`src/rtl/pb_debouncer_pkg.sv`:
```
// Shared types and timing helpers for the push-button debouncer.
package pb_debouncer_pkg;

  typedef enum logic [2:0] {
    INI       = 3'd0,
    WQ        = 3'd1,
    SCEN_ST   = 3'd2,
    WS        = 3'd3,
    MCEN_ST   = 3'd4,
    CCR       = 3'd5,
    MCEN_CONT = 3'd6,
    WFCR      = 3'd7
  } db_state_t;

  function automatic int unsigned t_db(input int unsigned n);
    return 32'd1 << (n - 3);
  endfunction

  function automatic int unsigned t_hold(input int unsigned n);
    return 32'd1 << (n - 1);
  endfunction

  function automatic int unsigned t_mc(input int unsigned n);
    return 32'd1 << (n - 2);
  endfunction

  // Output vector ordering is {DPB, SCEN, MCEN, CCEN}.
  function automatic logic [3:0] state_outputs(input db_state_t s);
    case (s)
      SCEN_ST:        return 4'b1111;
      WS, WFCR:       return 4'b1000;
      MCEN_ST:        return 4'b1011;
      CCR, MCEN_CONT: return 4'b1001;
      default:        return 4'b0000;
    endcase
  endfunction

endpackage

```
`src/rtl/pb_sync2.sv`:
```
// Two-flop synchronizer with asynchronous reset for the raw button level.
// Only compiled when PB_DEBOUNCER_SYNC_EN is defined, since it is only instantiated then.
`ifdef PB_DEBOUNCER_SYNC_EN
module pb_sync2 (
  input  logic board_clk,
  input  logic Reset,
  input  logic d,
  output logic q
);

  logic meta;

  always_ff @(posedge board_clk or posedge Reset) begin
    if (Reset) begin
      meta <= 1'b0;
      q    <= 1'b0;
    end else begin
      meta <= d;
      q    <= meta;
    end
  end

endmodule
`endif

```
`src/rtl/pb_debouncer.sv`:
```
// Push-button debouncer producing DPB, SCEN, MCEN and CCEN with auto-repeat.
// Define PB_DEBOUNCER_SYNC_EN to insert the 2-flop input synchronizer.
module pb_debouncer
  import pb_debouncer_pkg::*;
#(
  parameter int N_dc = 25
) (
  input  logic       board_clk,
  input  logic       Reset,
  input  logic       PB,
  output logic       DPB,
  output logic       SCEN,
  output logic       MCEN,
  output logic       CCEN,
  output logic [2:0] state_dbg
);

  localparam logic [N_dc-1:0] DB_LAST   = N_dc'(t_db(N_dc) - 1);
  localparam logic [N_dc-1:0] HOLD_LAST = N_dc'(t_hold(N_dc) - 1);
  localparam logic [N_dc-1:0] MC_LAST   = N_dc'(t_mc(N_dc) - 1);
  localparam logic [N_dc-1:0] CNT_ONE   = N_dc'(1);

  logic            pb_s;
  db_state_t       state, state_nx;
  logic [N_dc-1:0] cnt, cnt_nx;

`ifdef PB_DEBOUNCER_SYNC_EN
  pb_sync2 u_sync (
    .board_clk (board_clk),
    .Reset     (Reset),
    .d         (PB),
    .q         (pb_s)
  );
`else
  assign pb_s = PB;
`endif

  always_comb begin
    state_nx = state;
    cnt_nx   = cnt + CNT_ONE;
    case (state)
      INI: begin
        cnt_nx = '0;
        if (pb_s) state_nx = WQ;
      end
      WQ: begin
        if (!pb_s)              state_nx = INI;
        else if (cnt == DB_LAST) state_nx = SCEN_ST;
      end
      SCEN_ST: state_nx = WS;
      WS: begin
        if (!pb_s)                 state_nx = WFCR;
        else if (cnt == HOLD_LAST) state_nx = MCEN_ST;
      end
      MCEN_ST: state_nx = CCR;
      CCR: begin
        cnt_nx   = '0;
        state_nx = pb_s ? MCEN_CONT : WFCR;
      end
      MCEN_CONT: begin
        if (!pb_s)               state_nx = WFCR;
        else if (cnt == MC_LAST) state_nx = MCEN_ST;
      end
      WFCR: begin
        // Any high sample restarts the release-debounce window.
        if (pb_s)                cnt_nx   = '0;
        else if (cnt == DB_LAST) state_nx = INI;
      end
      default: state_nx = INI;
    endcase
    if (state_nx != state) cnt_nx = '0;
  end

  // Outputs are registered from the next state so they always track the state register.
  always_ff @(posedge board_clk or posedge Reset) begin
    if (Reset) begin
      state                  <= INI;
      cnt                    <= '0;
      {DPB, SCEN, MCEN, CCEN} <= 4'b0000;
    end else begin
      state                  <= state_nx;
      cnt                    <= cnt_nx;
      {DPB, SCEN, MCEN, CCEN} <= state_outputs(state_nx);
    end
  end

  assign state_dbg = state;

endmodule

```
`config.mk`:
```
export PLATFORM = sky130hd
export DESIGN_NAME = pb_debouncer
export DESIGN_NICKNAME = d
export VERILOG_FILES = /design/src/rtl/pb_debouncer_pkg.sv /design/src/rtl/pb_sync2.sv /design/src/rtl/pb_debouncer.sv
export SDC_FILE = /design/constraint.sdc
export NUM_CORES = 1
export LEC_CHECK = 0
export ABC_CLOCK_PERIOD_IN_PS = 4700
export BUFFER_PORTS_ARGS = -buffer_cell sky130_fd_sc_hd__buf_2
export CAP_MARGIN = 40
export CORE_MARGIN = 4
export CORE_UTILIZATION = 65
export DETAILED_ROUTE_END_ITERATION = 7
export MAX_ROUTING_LAYER = met4
export PLACE_DENSITY = 0.94
export SYNTH_ARGS = -nofsm -noshare
export SYNTH_HDL_FRONTEND = slang
export SYNTH_SLANG_ARGS = --single-unit
export TNS_END_PERCENT = 100
```
`constraint.sdc`:
```
create_clock -name board_clk -period 4.7 [get_ports board_clk]
set_input_delay 0.47 -clock board_clk [delete_from_list [all_inputs] [get_ports board_clk]]
set_output_delay 0.47 -clock board_clk [all_outputs]
set_load 0.03 [all_outputs]
```
==> impl_metrics.json, run 1 <==
{
  "pre_cts_slack_ns": 2.279,
  "place.port_buffers": 9,
  "required_ns": 4.91,
  "worstReg2RegStart": "cnt[0]$_DFF_PP0_",
  "yosysTopAreaCell": "dfrtp_1",
  "cts_num_sinks": 32,
  "nets": 214,
  "antenna_found_initial": 0,
  "drv_cap": 0,
  "placed_area_um2": 2014,
  "yosys.area.top_type_share_pct": 41.10,
  "cp-end-kind": "register",
  "die_area_um2": 3937,
  "setup_viol": 0,
  "grt_max_degree": 26,
  "die_width_um": 62.75,
  "finalCriticalPeriod_ns": 2.458,
  "vias_per_cell": 6.232,
  "ir_worst_vdd_mv": 0.2123,
  "grt_pass1_wl_mm": 7.182,
  "netlist_instances": 202,
  "ys_seq_area_share_pct": 41.10,
  "drtIter0Drc": 124,
  "grt_setup_unrepaired": "false",
  "finalClockSkew_ns": 0.01153,
  "p_seq_share_pct": 49.1,
  "post-synth-top-count-cell": "dfrtp_1",
  "p_int_mw": 0.4077,
  "timing.final.ws_setup_ns": 2.242,
  "first_pass_iters": 4,
  "clkPwrFrac_pct": 21.8,
  "p_sw_share_pct": 37.12,
  "n_antenna_cell": 0,
  "postRouteAntennaNets": 0,
  "drt-total-wl_mm": 3.880,
  "worstSetupStartpoint": "cnt[0]$_DFF_PP0_",
  "synth_flop_cell": "dfrtp_1",
  "cellLeakagePower_nw": 0.8730,
  "area_delta_synth_final_pct": 5.781,
  "dp_hpwl_mm": 2.939,
  "core_area_um2": 2805,
  "wire_per_inst_um": 16.10,
  "powerDensity_nw_per_um2": 314.6,
  "post-route-drc-count": 0,
  "postSynthAreaPerCell_um2": 9.644,
  "postCtsSetupBuffers": 0,
  "ios": 10,
  "fin_cells": 241,
  "synthTopCellsByArea": "dfrtp_1, nor2_2, xnor2_1",
  "final-hold-violation-count": 0,
  "design_area_um2": 2061,
  "cts_tree": "done",
  "first_global_vias": 1562,
  "min-delay-path-class": "in -> async",
  "cts_htree_levels": 2,
  "tns_ns": 0,
  "clk_latency_ns": 0.33,
  "p_comb_share_pct": 29.1,
  "initial_core_util_pct": 69.45,
  "p_total_mw": 0.6483,
  "switchingPower_mw": 0.2406,
  "synthTopCellsByCount": "dfrtp_1, nor2_1, nor2_2, nand2_1",
  "whs_ns": 0.1410,
  "ys_types": 40,
  "root_buffer": "clkbuf_4",
  "critPathMaxFanout": 25,
  "netlist_area_um2": 1948,
  "dp_cells": 234,
  "gp_congestion": 0.9748,
  "synth.net_count": 206,
  "grt_use_total_pct": 23.75,
  "die_h_um": 62.75,
  "drive_gt1_share_pct": 24.29,
  "synth_edf_count": 0,
  "async_reset_ff_share_pct": 100.0,
  "fin_crit_sh_pct": 52.30,
  "final_max_slew_viol_count": 0,
  "cp-start-kind": "register",
  "fmax_mhz": 406.8,
  "cts.repair.resized": 0,
  "final_util_pct": 73.46,
  "yosysWarnings": 0,
  "cts_hold_buffers": 0,
  "tightest_slew_ns": 0.5722,
  "grt_remaining_overflow": 0,
  "vias": 1502,
  "run_status": "completed",
  "slew_headroom_pct": 60.87,
  "critical_path_class": "reg -> reg",
  "cts-buffers-inserted": 5,
  "crit_arrival_ns": 2.67,
  "path_clk_slew_ns": 0.10,
  "core.rowCount": 19,
  "cts.path.max_buffers": 2,
  "synth_seq_cells": 32
}
flip-flops by register name, summed over array words and instances, names as in the netlist:
name,cells
CCEN,1
DPB,1
MCEN,1
SCEN,1
cnt,25
state_dbg,3
power by group through the flow:
stage | logic (mW) | registers (mW) | clock network [mW]
after CTS | 0.190 | 0.319 | 0.143
after global routing | 0.208 | 0.324 | 0.160
final | 0.189 | 0.318 | 0.142
after floorplan | 0.150 | 0.332 | 0
after detailed placement | 0.189 | 0.324 | 0
after global placement | 0.179 | 0.322 | 0
cells by family after synthesis:
| group | Yosys count | share of synthesized area (%) |
|---|---|---|
| xor+xnor | 24 | 10.79 |
| flops | 32 | 41.10 |
| simple gates | 102 | 32.63 |
| buf+inv | 19 | 4.431 |
| fa+ha+maj | 1 | 0.6422 |
| mux | 1 | 0.5138 |
| compound gates | 23 | 9.891 |
critical path, stage by stage (launching register included):
cell and delay [ns]:
dfrtp_1 0.39, ha_1 0.27, nand2_1 0.16, nor4_4 0.39
and2_2 0.25, a21oi_2 0.09, o41ai_4 0.29, buf_4 0.39
nor2_1 0.09
metal layers:
layer / routed length [um] / vias to the layer above / global-route usage (%)
li1: - / 713 / -
met1: 1503 / 718 / 27.41
met5: 0 / - / -
met2: 1999 / 53 / 38.08
met4: 159 / 0 / 12.12
met3: 216 / 18 / 6.295
final timing paths:
path / end / slack (ns) / depth (start not counted)
max: cnt[4]$_DFF_PP0_ / 2.24 / 8
min: DPB$_DFF_PP0_ / 0.14 / 2
max reg2reg: cnt[4]$_DFF_PP0_ / 2.24 / 8
min reg2reg: cnt[0]$_DFF_PP0_ / 0.48 / 1
max in group asynchronous: cnt[13]$_DFF_PP0_ / 4.08 / 3
min in group board_clk: cnt[0]$_DFF_PP0_ / 0.48 / 1
layout by cell type (no fill, tap or decap), types with 4 or more instances in the layout:
cell type,count
inv_1,9
nor2_1,20
buf_2,9
xor2_1,12
xnor2_1,12
nand2_1,19
nand4_1,4
nor4_1,5
nor2_2,20
dfrtp_1,32
nor4_4,4
nand3_1,9
nand4b_1,4
and3_1,5
clkbuf_4,5
nor3_1,4
final cells by class:
| cell class | count | area, um2 |
|---|---|---|
| multi-input cells | 151 | 1061 |
| flip-flops and latches | 32 | 800.8 |
| fillers | 205 | 744.5 |
| repair buffers | 11 | 80.08 |
| clock buffers | 6 | 41.29 |
| well taps | 31 | 38.79 |
| inverters | 9 | 33.78 |
| clock inverters | 1 | 5.005 |
Note: power is estimated with default switching activity, not from simulation.
==> run 2, diff against run 1 <==
- ABC_CLOCK_PERIOD_IN_PS: 4700 -> 2000
- CORE_UTILIZATION: 65 -> 55
- PLACE_DENSITY: 0.94 -> 0.86
- clock period: 4.7 -> 2 ns (I/O delays scaled with it)
==> run 2 against run 1 <==
Compared with the run above: the flow now finishes with violations (setup timing); die area is 16% higher; hold slack better by 0.10 ns; final cell count is 19% higher; core utilization is 3.3 points lower; first-iteration DRC count is 2.4% lower; register-to-register slack worse by 2.3 ns; maximum frequency is 20% higher; total power grew to 2.8 times the previous value; count of clock-buffer cells in the layout stayed put; worst setup slack worse by 2.3 ns; critical path type unchanged.
==> impl_metrics.json, run 2 (synthesis results as in run 1) <==
{
  "first_pass_iters": 5,
  "core_area_um2": 3390,
  "path_clk_slew_ns": 0.10,
  "crit_arrival_ns": 2.27,
  "vias": 1592,
  "critPathMaxFanout": 6,
  "drive_gt1_share_pct": 36.51,
  "vias_per_cell": 5.547,
  "grt_use_total_pct": 19.98,
  "regMostFlops": "cnt",
  "fmax_mhz": 490.2,
  "ir_worst_vdd_mv": 0.5546,
  "required_ns": 2.23,
  "die_area_um2": 4558,
  "final-hold-violation-count": 0,
  "final_max_slew_viol_count": 0,
  "rr_worst_depth": 8,
  "grt_pass1_wl_mm": 6.541,
  "area_delta_synth_final_pct": 22.16,
  "cp-start-kind": "register",
  "final_cell_mix": "dfrtp_1, buf_4, nor2_2",
  "min-delay-path-class": "in -> reg",
  "critical_path_class": "reg -> reg",
  "fin_crit_sh_pct": 102.0,
  "ios": 10,
  "drv_cap": 0,
  "clk_latency_ns": 0.33,
  "violations": "setup timing",
  "wire_per_inst_um": 13.88,
  "hold_depth": 3,
  "nets": 244,
  "grt_remaining_overflow": 0,
  "finalClockSkew_ns": 0.005040,
  "critical_path.max_stage_delay_ns": 0.41,
  "drt-total-wl_mm": 3.984,
  "cts_tree": "done",
  "pre_cts_slack_ns": 0.01713,
  "die_width_um": 67.52,
  "n_antenna_cell": 0,
  "rr_endpoint": "cnt[21]$_DFF_PP0_",
  "dp_hpwl_mm": 2.754,
  "placed_area_um2": 2200,
  "drtIter0Drc": 121,
  "cts-buffers-inserted": 5,
  "antenna_found_initial": 0,
  "path_cells": "nand4b_1 > nor4_4 > and2_4 > nor2_4 > o41ai_4 > buf_4 > buf_8 > nor2_2",
  "initial_core_util_pct": 57.48,
  "powerDensity_nw_per_um2": 761.1,
  "run_status": "complete, but fails checks",
  "ff2ff_setup_slack_ns": -0.04,
  "cts.path.max_buffers": 2,
  "cpMaxStageDelayCell": "o41ai_4",
  "whs_endpoint": "SCEN$_DFF_PP0_",
  "root_buffer": "clkbuf_4",
  "grt_setup_unrepaired": "true",
  "tightest_slew_ns": 0.4116,
  "final_common_cell": "dfrtp_1",
  "cp-end-kind": "register",
  "slew_headroom_pct": 72.49,
  "worstReg2RegStart": "cnt[24]$_DFF_PP0_",
  "core.rowCount": 21,
  "die_h_um": 67.52,
  "grt_max_degree": 33,
  "hold_path_startpoint": "PB",
  "cellLeakagePower_nw": 1.038,
  "first_global_vias": 1489,
  "design_area_um2": 2380,
  "setup_viol": 6,
  "largest_register_ffs": 25,
  "finalCriticalPeriod_ns": 2.040,
  "timing.final.ws_setup_ns": -0.04000,
  "gp_congestion": 0.8567,
  "cts_num_sinks": 32,
  "final_util_pct": 70.21,
  "place.port_buffers": 9,
  "postRouteAntennaNets": 0,
  "cts_htree_levels": 2,
  "post-route-drc-count": 0
}
-- run 2: cell types whose count changed in the layout (fill, tap and decap cells not counted), sizes merged --
| cell | delta |
|---|---|
| dlygate4sd3 | +1 |
| bufinv | +1 |
| buf | +29 |
-- run 2: critical path: cells and delay by family, from the launching register on --
kind                   cells  cell delay [ns]
AND/OR/NAND/NOR            5             0.80
AO/OA/AOI/OAI              1             0.41
flip-flops                 1             0.39
buffers and inverters      2             0.33
-- run 2: metal layers --
| layer | vias up | global-route usage [%] | share of wire (%) |
|---|---|---|---|
| li1 | 776 | - | - |
| met4 | 0 | 9.114 | 2.0 |
| met5 | - | - | 0 |
| met1 | 751 | 23.41 | 42 |
| met2 | 56 | 31.96 | 50 |
| met3 | 9 | 5.324 | 6.1 |
-- run 2: timing repair --
action,4_1_cts,5_1_grt
setup endpoints to repair,0,26
hold endpoints to repair,32,0
hold buffers,1,0
setup buffers,0,6
gates resized for setup,0,13
-- run 2: metrics by stage --
| stage | std cells | hold slack (ns) | setup TNS (ns) | power [mW] |
|---|---|---|---|---|
| finish | 287 | 0.2452 | -0.2162 | 1.811 |
| global route | 287 | 0.2742 | -1.547 | 1.920 |
| CTS | 280 | 0.2238 | 0 | 1.736 |
| detailed placement | 271 | 0.3126 | 0 | 1.253 |
| global placement | 271 | 0.2993 | 0 | 1.235 |
| floorplan | 202 | 0.3161 | -0.8290 | 1.150 |
-- run 2: where the power goes --
part	switching (mW)	internal [mW]	total (mW)	leakage [nW]
Clock	0.217	0.262	0.479	0.0422
Combinational	0.366	0.232	0.598	0.572
Sequential	0.0443	0.690	0.734	0.423
Total	0.628	1.18	1.81	1.04
-- run 2: layout make-up --
| cell class | instances | area, um2 |
|---|---|---|
| Multi-Input combinational cell | 151 | 1106 |
| Fill cell | 233 | 1010 |
| Sequential cell | 32 | 803.3 |
| Tap cell | 46 | 57.56 |
| Clock buffer | 6 | 41.29 |
| Inverter | 9 | 33.78 |
| Timing Repair Buffer | 41 | 302.8 |
| Clock inverter | 2 | 35.03 |
-- run 2: how the worst max path moves through the flow --
stage / startpoint / endpoint / slack [ns] / cells after the start
2_1_floorplan: cnt[24]$_DFF_PP0_ / cnt[23]$_DFF_PP0_ / -0.04 / 7
6_report: cnt[24]$_DFF_PP0_ / cnt[21]$_DFF_PP0_ / -0.04 / 8
3_3_place_gp: cnt[24]$_DFF_PP0_ / cnt[17]$_DFF_PP0_ / 0.08 / 7
3_5_place_dp: cnt[0]$_DFF_PP0_ / cnt[9]$_DFF_PP0_ / 0.02 / 8
5_1_grt: cnt[10]$_DFF_PP0_ / cnt[18]$_DFF_PP0_ / -0.14 / 8
4_1_cts: cnt[0]$_DFF_PP0_ / cnt[9]$_DFF_PP0_ / 0.01 / 8
==> run 3, diff against run 2 <==
- CELL_PAD_IN_SITES_DETAIL_PLACEMENT: default -> 0
- CELL_PAD_IN_SITES_GLOBAL_PLACEMENT: default -> 1
- CORE_UTILIZATION: 55 -> 43
- PLACE_DENSITY: 0.86 -> 0.85
- SYNTH_HIERARCHICAL: default -> 1
==> run 3 against run 2 <==
Compared with the run above: the flow still finishes with violations (setup timing); critical endpoint is now cnt[19]$_DFF_PP0_; critical path type unchanged; core utilization is 12 points lower; largest cell class unchanged; first-iteration DRC count up 63%; sequential power barely moved; register-to-register slack about the same; critical path depth increased by 1; total power rose by 19%.
==> impl_metrics.json, run 3 <==
{
  "yosys.area.top_type_share_pct": 41.10,
  "tightest_slew_ns": 0.4670,
  "finalClockSkew_ns": 0.007876,
  "cts-buffers-inserted": 5,
  "vias_per_cell": 5.370,
  "critical_path.max_stage_delay_ns": 0.39,
  "crit_arrival_ns": 2.21,
  "ys_seq_area_share_pct": 41.10,
  "ios": 10,
  "postRouteAntennaNets": 0,
  "p_sw_share_pct": 31.84,
  "antenna_found_initial": 0,
  "clkPwrFrac_pct": 31.6,
  "yosysWarnings": 6,
  "synth_edf_count": 0,
  "wire_per_inst_um": 14.56,
  "first_pass_iters": 4,
  "post-synth-top-count-cell": "dfrtp_1",
  "run_status": "complete, but fails checks",
  "p_seq_share_pct": 33.8,
  "design_area_um2": 2570,
  "p_int_mw": 1.475,
  "netlist_instances": 202,
  "cts_htree_levels": 2,
  "worstSetupStartpoint": "cnt[0]$_DFF_PP0_",
  "p_comb_share_pct": 34.5,
  "final_util_pct": 58.62,
  "cp-start-kind": "register",
  "critical_path_class": "reg -> reg",
  "clk_latency_ns": 0.29,
  "final_max_slew_viol_count": 0,
  "cellLeakagePower_nw": 1.144,
  "path_cells": "ha_4 > nand2_4 > nor4_4 > and2_4 > nor2_4 > o41ai_4 > buf_4 > clkbuf_16 > nor2_2",
  "placed_area_um2": 2250,
  "yosysTopAreaCell": "dfrtp_1",
  "post-route-drc-count": 0,
  "synth_flop_cell": "dfrtp_1",
  "ir_worst_vdd_mv": 0.2948,
  "min-delay-path-class": "in -> reg",
  "violations": "setup timing",
  "die_width_um": 75.31,
  "final_cell_mix": "buf_4, dfrtp_1, nor2_1",
  "vias": 1627,
  "dp_hpwl_mm": 2.815,
  "n_antenna_cell": 0,
  "cts_tree": "done",
  "slew_headroom_pct": 68.79,
  "drt-total-wl_mm": 4.412,
  "finalCriticalPeriod_ns": 2.031,
  "grt_setup_unrepaired": "true",
  "grt_pass1_wl_mm": 6.982,
  "grt_max_degree": 33,
  "drv_cap": 0,
  "ys_types": 40,
  "place.port_buffers": 9,
  "worstPathBufferInverterCount": 2,
  "cp_top_family": "simple AND/OR/NAND/NOR gates",
  "first_global_vias": 1485,
  "synth.net_count": 206,
  "path_clk_slew_ns": 0.07,
  "worstReg2RegStart": "cnt[0]$_DFF_PP0_",
  "regMostFlops": "cnt",
  "area_delta_synth_final_pct": 31.92,
  "timing.final.ws_setup_ns": -0.03084,
  "die_h_um": 75.31,
  "synthTopCellsByArea": "dfrtp_1, nor2_2, xnor2_1",
  "setup_viol": 17,
  "hold_path_startpoint": "PB",
  "drtIter0Drc": 197,
  "fmax_mhz": 492.4,
  "largest_register_ffs": 25,
  "cp-end-kind": "register",
  "initial_core_util_pct": 44.43,
  "cts.path.max_buffers": 2,
  "root_buffer": "clkbuf_8",
  "drive_gt1_share_pct": 40.24,
  "grt_use_total_pct": 17.08,
  "async_reset_ff_share_pct": 100.0,
  "fin_crit_sh_pct": 101.5,
  "cpMaxStageDelayCell": "dfrtp_1",
  "fill_cells": 357,
  "synthTopCellsByCount": "dfrtp_1, nor2_1, nor2_2, nand2_1",
  "nets": 254,
  "die_area_um2": 5672,
  "cts_num_sinks": 32,
  "grt_remaining_overflow": 0,
  "netlist_area_um2": 1948,
  "critPathMaxFanout": 5,
  "synth_seq_cells": 32,
  "final-hold-violation-count": 0,
  "required_ns": 2.18,
  "core.rowCount": 24,
  "core_area_um2": 4384,
  "postSynthAreaPerCell_um2": 9.644,
  "final_common_cell": "buf_4",
  "switchingPower_mw": 0.6891,
  "gp_congestion": 0.8342,
  "powerDensity_nw_per_um2": 842.1
}
run 3: tightest hold or removal path, delay by kind of cell:
family        cells  cell delay (ns)
buf+inv           1             0.18
simple gates      2             0.17
run 3: power by group through the flow:
stage	registers [mW]	logic, mW	clock network [mW]
after global placement	0.733	0.557	0
after detailed placement	0.735	0.560	0
final	0.732	0.748	0.685
after floorplan	0.780	0.370	0
after CTS	0.730	0.681	0.701
after global routing	0.738	0.796	0.720
run 3: final cells by class:
| type | instances | area (um2) | share of cell area (%) |
|---|---|---|---|
| clock buffer | 7 | 96.34 | 3.749 |
| clock inverter | 1 | 30.03 | 1.168 |
| inverter | 9 | 33.78 | 1.315 |
| multi-input combinational | 151 | 1127 | 43.87 |
| sequential | 32 | 803.3 | 31.26 |
| tap | 52 | 65.06 | 2.532 |
| timing repair buffer | 51 | 414.1 | 16.11 |
run 3: path summary, 6_finish.rpt:
kind / endpoint / slack (ns) / cells past startpoint
setup / recovery: cnt[19]$_DFF_PP0_ / -0.03 / 9
hold / removal: SCEN$_DFF_PP0_ / 0.30 / 3
setup reg to reg: cnt[19]$_DFF_PP0_ / -0.03 / 9
hold reg to reg: cnt[0]$_DFF_PP0_ / 0.59 / 2
max in group asynchronous: cnt[8]$_DFF_PP0_ / 1.16 / 4
min in group asynchronous: state_dbg[1]$_DFF_PP0_ / 0.52 / 4
run 3: metrics by stage:
| step | power (mW) | cells | TNS, ns | worst slack, ns | hold WS [ns] |
|---|---|---|---|---|---|
| 3_5_place_dp | 1.295 | 281 | -0.08147 | -0.03338 | 0.3072 |
| 5_1_grt | 2.253 | 303 | -1.942 | -0.1123 | 0.3441 |
| 2_1_floorplan | 1.150 | 202 | -0.8290 | -0.04215 | 0.3161 |
| 6_report | 2.164 | 303 | -0.2568 | -0.03084 | 0.2988 |
| 3_3_place_gp | 1.290 | 281 | 0 | 0.04001 | 0.3008 |
| 4_1_cts | 2.111 | 295 | -0.5195 | -0.03396 | 0.2883 |
run 3: cells by family (layout without fill, tap and decap cells):
kind of cell,Yosys count,count (layout),share of synthesized area [%]
compound gates,23,23,9.891
simple gates,102,102,32.63
buf+inv,19,68,4.431
flops,32,32,41.10
mux,1,1,0.5138
fa+ha+maj,1,1,0.6422
xor+xnor,24,24,10.79
run 3: layer usage:
layer  vias to the layer above  global-route usage [%]  wire length, um
li1                        797                       -                -
met5                         -                       -                0
met2                        26                   25.22             2102
met1                       798                   22.21             2109
met3                         6                   4.617              142
met4                         0                   6.990               58
run 3: what timing repair did:
action,in CTS,in global routing
gates cloned,1,2
pin swaps,1,5
resized for setup,2,10
hold buffers,1,0
setup endpoints to repair,22,28
setup buffers,4,7
endpoints found under the hold margin,27,0
